[config.mk]
export PLATFORM = sky130hd
export DESIGN_NAME = pic_irq_sequencer
export DESIGN_NICKNAME = d
export VERILOG_FILES = /design/src/rtl/pic_irq_sequencer.sv
export SDC_FILE = /design/constraint.sdc
export NUM_CORES = 1
export LEC_CHECK = 0
export BUFFER_PORTS_ARGS = -buffer_cell sky130_fd_sc_hd__buf_2
export CAP_MARGIN = 20
export CORE_MARGIN = 3
export CORE_UTILIZATION = 56
export DETAILED_ROUTE_END_ITERATION = 7
export GPL_TIMING_DRIVEN = 0
export PLACE_DENSITY = 0.84
export SLEW_MARGIN = 5
export SYNTH_ARGS = -nofsm -noshare
export SYNTH_HDL_FRONTEND = slang
export SYNTH_SLANG_ARGS = --single-unit
[constraint.sdc]
create_clock -name clk -period 5.3 [get_ports clk]
set_input_delay 1.06 -clock clk [delete_from_list [all_inputs] [get_ports clk]]
set_output_delay 1.06 -clock clk [all_outputs]
set_load 0.02 [all_outputs]
[src/rtl/pic_irq_sequencer.sv]
// 8-input fixed-priority interrupt sequencer: IRR/ISR tracking, two-pulse INTA
// acknowledge handshake, vector generation and EOI/AEOI handling.
module pic_irq_sequencer #(
    parameter bit INTA_EDGE_SYNC = 1'b1
) (
    input  logic       clk,
    input  logic       rst_n,
    input  logic [7:0] ir,
    input  logic       ltim,
    input  logic       aeoi,
    input  logic [7:0] imr,
    input  logic [4:0] vec_base,
    input  logic       inta_n,
    input  logic       eoi_valid,
    input  logic       eoi_specific,
    input  logic [2:0] eoi_level,
    output logic       int_out,
    output logic       vec_valid,
    output logic [7:0] vec,
    output logic [7:0] irr,
    output logic [7:0] isr
);

    typedef enum logic [1:0] {IDLE, ACK1, VEC} state_t;

    state_t     state_q, state_d;
    logic [7:0] ir_d_q;
    logic [7:0] irr_q, irr_d;
    logic [7:0] isr_q, isr_d;
    logic       int_out_q, int_out_d;
    logic       vec_valid_q, vec_valid_d;
    logic [7:0] vec_q, vec_d;
    logic [2:0] cur_q, cur_d;
    logic       spur_q, spur_d;
    logic       inta_prev_q;
    logic       inta_smp;
    logic       inta_fall;

    // Returns 8 when no bit is set, so "index < low_idx(x)" is true for an empty x.
    function automatic logic [3:0] low_idx(input logic [7:0] v);
        logic [3:0] r;
        r = 4'd8;
        for (int i = 7; i >= 0; i--) begin
            if (v[i]) r = 4'(i);
        end
        return r;
    endfunction

    generate
        if (INTA_EDGE_SYNC) begin : g_sync
            logic sync1_q, sync2_q;
            always_ff @(posedge clk or negedge rst_n) begin
                if (!rst_n) begin
                    sync1_q <= 1'b1;
                    sync2_q <= 1'b1;
                end else begin
                    sync1_q <= inta_n;
                    sync2_q <= sync1_q;
                end
            end
            assign inta_smp = sync2_q;
        end else begin : g_nosync
            assign inta_smp = inta_n;
        end
    endgenerate

    assign inta_fall = inta_prev_q & ~inta_smp;

    logic [7:0] cand;
    logic [3:0] win_idx;
    logic [3:0] isr_low;
    logic [7:0] isr_set, isr_clr, irr_clr;

    always_comb begin
        cand        = irr_q & ~imr;
        win_idx     = low_idx(cand);
        isr_low     = low_idx(isr_q);
        state_d     = state_q;
        cur_d       = cur_q;
        spur_d      = spur_q;
        isr_set     = 8'h00;
        isr_clr     = 8'h00;
        irr_clr     = 8'h00;
        vec_valid_d = 1'b0;
        vec_d       = vec_q;

        case (state_q)
            IDLE: begin
                if (inta_fall) begin
                    state_d = ACK1;
                    // A request that vanished since int_out was raised is treated as spurious.
                    if (int_out_q && (cand != 8'h00)) begin
                        cur_d                 = win_idx[2:0];
                        spur_d                = 1'b0;
                        isr_set[win_idx[2:0]] = 1'b1;
                        irr_clr[win_idx[2:0]] = 1'b1;
                    end else begin
                        cur_d  = 3'd7;
                        spur_d = 1'b1;
                    end
                end
            end
            ACK1: begin
                if (inta_fall) state_d = VEC;
            end
            VEC: begin
                state_d     = IDLE;
                vec_valid_d = 1'b1;
                vec_d       = {vec_base, cur_q};
                if (aeoi && !spur_q) isr_clr[cur_q] = 1'b1;
            end
            default: state_d = IDLE;
        endcase

        if (eoi_valid) begin
            if (eoi_specific)           isr_clr[eoi_level]    = 1'b1;
            else if (isr_q != 8'h00)    isr_clr[isr_low[2:0]] = 1'b1;
        end

        irr_d = (ltim ? ir : (irr_q | (ir & ~ir_d_q))) & ~irr_clr;
        // Set beats clear on the same bit.
        isr_d = (isr_q & ~isr_clr) | isr_set;

        int_out_d = (cand != 8'h00) && (state_q == IDLE) && (state_d == IDLE)
                    && (win_idx < isr_low);
    end

    always_ff @(posedge clk or negedge rst_n) begin
        if (!rst_n) begin
            state_q     <= IDLE;
            ir_d_q      <= 8'h00;
            irr_q       <= 8'h00;
            isr_q       <= 8'h00;
            int_out_q   <= 1'b0;
            vec_valid_q <= 1'b0;
            vec_q       <= 8'h00;
            cur_q       <= 3'd0;
            spur_q      <= 1'b0;
            inta_prev_q <= 1'b1;
        end else begin
            state_q     <= state_d;
            ir_d_q      <= ir;
            irr_q       <= irr_d;
            isr_q       <= isr_d;
            int_out_q   <= int_out_d;
            vec_valid_q <= vec_valid_d;
            vec_q       <= vec_d;
            cur_q       <= cur_d;
            spur_q      <= spur_d;
            inta_prev_q <= inta_smp;
        end
    end

    assign int_out   = int_out_q;
    assign vec_valid = vec_valid_q;
    assign vec       = vec_q;
    assign irr       = irr_q;
    assign isr       = isr_q;

endmodule

==> results.yml <==
run_status:
  status: "finished, final reports clean"
worst_setup_path:
  end_kind: "flop"
  startpoint_type: "input pin"
  r2r_start: "irr[0]$_DFF_PN0_"
  cp.required_ps: 5530
  worst-path-max-fanout: 6
  path_class: "in2reg"
  cp.arrival_ps: 2610
  r2r-end: "int_out$_DFF_PN0_"
  ff2ff_setup_slack_ps: 3410
  reg2reg_depth: 6
sta:
  whs_ps: 359
  period_needed_ps: 2370
  totalNegativeSetupSlack_ps: 0
  fin_ws_ps: 2930
  rsz0062_at_grt: "no"
  setup_viol: 0
  maxSlewViolCount: 0
  final_hold_viol_count: 0
  maxSlewHeadroom_pct: 39.3
  tightest_slew_ps: 910
  fmax_mhz: 422
  finalCritPeriodShare_pct: 44.8
  clock_skew_ps: 7.63
pwr:
  internal_power_uw: 693
  ir_worst_vdd_mv: 0.254
  power_mw: 1.07
  clockPowerShare_pct: 24.0
  p_leak_nw: 1.22
  p_comb_share_pct: 33.1
  powerDensity_nw_per_um2: 414
  p_seq_share_pct: 42.9
  sw_frac_of_total_pct: 35.4
  switching_power_uw: 380
global_routing:
  grt-ovfl-total: 0
  grt_start_max_net_pins: 44
  grt_use_total_pct: 22.5
  antenna_found_initial: 0
  grt_pass1_vias: 1715
  grt_pass1_wl_um: 7570
clock_tree:
  postCtsHoldBufs: 0
  cts-root-buf: "clkbuf_8"
  cts_resized: 0
  post-cts-setup-buffers: 0
  cts.path.max_buffers: 2
  h-tree-depth: 2
  clkTransAtPathRegs_ps: 80
  cts_made_buffers: 5
  clk_latency_ps: 300
  cts_sinks: 43
  cts_tree: "yes"
synth:
  synth_xor_area_share_pct: 0.409
  synthFlopType: "dfrtp_1"
  synth.area.mux_share_pct: 3.68
  ys_seq_area_share_pct: 50.5
  syn_area_sq_um: 2140
  synthArstFlopShare_pct: 100
  syn_area_per_cell_sq_um: 10.3
  synth_edf_count: 0
  syn_inst: 208
  synth_top_family_by_area: "simple AND/OR/NAND/NOR gates"
  ys_types: 57
  synthAdderAreaFrac_pct: 1.75
  synth_compound_area_share_pct: 17.3
  synth-seq-cells: 43
  synthSimpleGateAreaFrac_pct: 23.5
  yosysWarnings: 0
  syn-num-nets: 242
detailed_routing:
  drc: 0
  top_layer: "met4"
  via_per_inst: 5.65
  avgRoutedWirePerCell_um: 14.8
  vias: 1790
  wl_met2_um: 2250
  drtIter0Drc: 128
  wl_met3_um: 298
  wl_met1_um: 2070
  antenna_left: 0
  routed_wl_um: 4710
  firstDrtPassIters: 4
placement:
  pre_cts_ws_ps: 2650
  hpwl_um: 3600
  dp.cells: 309
  dpl-instance-area_sq_um: 2470
  port_buffers: 55
  gp_congestion: 0.934
die:
  core.rowCount: 21
  pin_count: 57
  die_area_sq_um: 4600
  dieHeight_um: 67.8
  start_util_pct: 61.2
  core-area_sq_um: 3490
  die_x_um: 67.8
hold_path:
  hp-class: "reg2reg"
  holdPathStages: 0
  hold_start: "g_sync.sync1_q$_DFF_PN1_"
  hold_end: "g_sync.sync2_q$_DFF_PN1_"
final_layout:
  finalNonFillerCells: 317
  post-route-util_pct: 74.1
  fin_area_sq_um: 2590
  n_antenna_cell: 0
  syn2layout_area_growth_pct: 21.0
  nets: 304
  drive_above_1_share_pct: 33.2
flow_run:
  max_cap_violations: 0
==> cell usage after synthesis (2+ instances only) <==
| cell type | n | area share [%] |
|---|---|---|
| dfrtp_1 | 40 | 47 |
| nor2b_1 | 7 | 2.0 |
| nand2b_1 | 10 | 2.9 |
| inv_1 | 11 | 1.9 |
| a31o_2 | 2 | 0.82 |
| ha_1 | 3 | 1.8 |
| o31ai_1 | 3 | 1.1 |
| nor2_2 | 2 | 0.58 |
| a21boi_0 | 2 | 0.70 |
| nand3_1 | 5 | 1.2 |
| o32ai_1 | 2 | 0.82 |
| o211ai_1 | 3 | 1.1 |
| a32oi_1 | 2 | 0.82 |
| nand4_1 | 3 | 0.88 |
| a21oi_1 | 13 | 3.0 |
| o21ai_0 | 11 | 2.6 |
| dfstp_2 | 3 | 3.7 |
| buf_2 | 3 | 0.70 |
| nand2_1 | 14 | 2.5 |
| nor3_1 | 6 | 1.4 |
| nor2_1 | 19 | 3.3 |
| or2_1 | 2 | 0.58 |
| mux2_2 | 7 | 3.7 |
| nor3b_1 | 2 | 0.70 |
==> cell type report <==
cell class / instances / area (sq um)
Buffer: 4 / 18.8
Tap cell: 46 / 57.6
Clock buffer: 5 / 68.8
Fill cell: 269 / 906
Multi-Input combinational cell: 149 / 996
Clock inverter: 3 / 47.5
Inverter: 12 / 45.0
Timing Repair Buffer: 55 / 275
Sequential cell: 43 / 1080
==> worst max-delay path by stage <==
stage	cells past startpoint	from	endpoint
finish	7	imr[0]	int_out$_DFF_PN0_
global route	7	imr[0]	int_out$_DFF_PN0_
CTS	7	imr[0]	int_out$_DFF_PN0_
detailed placement	7	imr[0]	int_out$_DFF_PN0_
global placement	7	imr[0]	int_out$_DFF_PN0_
floorplan	6	imr[4]	int_out$_DFF_PN0_
==> layer usage <==
layer / vias to the layer above / GRT usage (%)
li1: 876 / -
met5: - / 0
met1: 830 / 28.6
met3: 12 / 5.91
met2: 72 / 36.9
met4: 0 / 8.44
==> flip-flops by register name, summed over array words and instances, names as in the netlist <==
name            flops
cur_q               3
g_sync.sync1_q      1
g_sync.sync2_q      1
int_out             1
inta_prev_q         1
ir_d_q              8
irr                 8
isr                 8
spur_q              1
state_q             2
vec                 8
vec_valid           1
==> cell usage in the layout, fill, tap and decap left out, types with 3 or more instances in the layout <==
cell type | netlist | routed
clkbuf_8 | 0 | 5
o211ai_1 | 3 | 3
dfstp_2 | 3 | 3
mux2_2 | 7 | 7
o31ai_1 | 3 | 3
buf_2 | 3 | 58
dfrtp_1 | 40 | 40
o21ai_0 | 11 | 11
nand2_1 | 14 | 14
ha_1 | 3 | 3
nor2_1 | 19 | 19
nand2b_1 | 10 | 10
inv_1 | 11 | 11
nand3_1 | 5 | 5
nor3_1 | 6 | 6
a21oi_1 | 13 | 13
nand4_1 | 3 | 3
nor2b_1 | 7 | 7
==> power by group through the flow <==
| stage | sequential (mW) | clock, mW | combinational, mW |
|---|---|---|---|
| 5_1_grt | 0.471 | 0.278 | 0.391 |
| 2_1_floorplan | 0.517 | 0 | 0.185 |
| 3_5_place_dp | 0.467 | 0 | 0.357 |
| 6_report | 0.460 | 0.257 | 0.355 |
| 3_3_place_gp | 0.460 | 0 | 0.347 |
| 4_1_cts | 0.460 | 0.264 | 0.358 |
==> kinds of logic after synthesis <==
logic type	Yosys count
simple gates	85
compound gates	53
flops	43
buf+inv	16
mux	7
fa+ha+maj	3
xor+xnor	1
==> critical path, stage by stage <==
cell,delay (ps)
buf_2,100
nand2b_1,250
and4_1,240
and2_4,160
ha_1,320
a2111oi_2,300
o21a_1,180
Power figures use the tool's default switching activity.
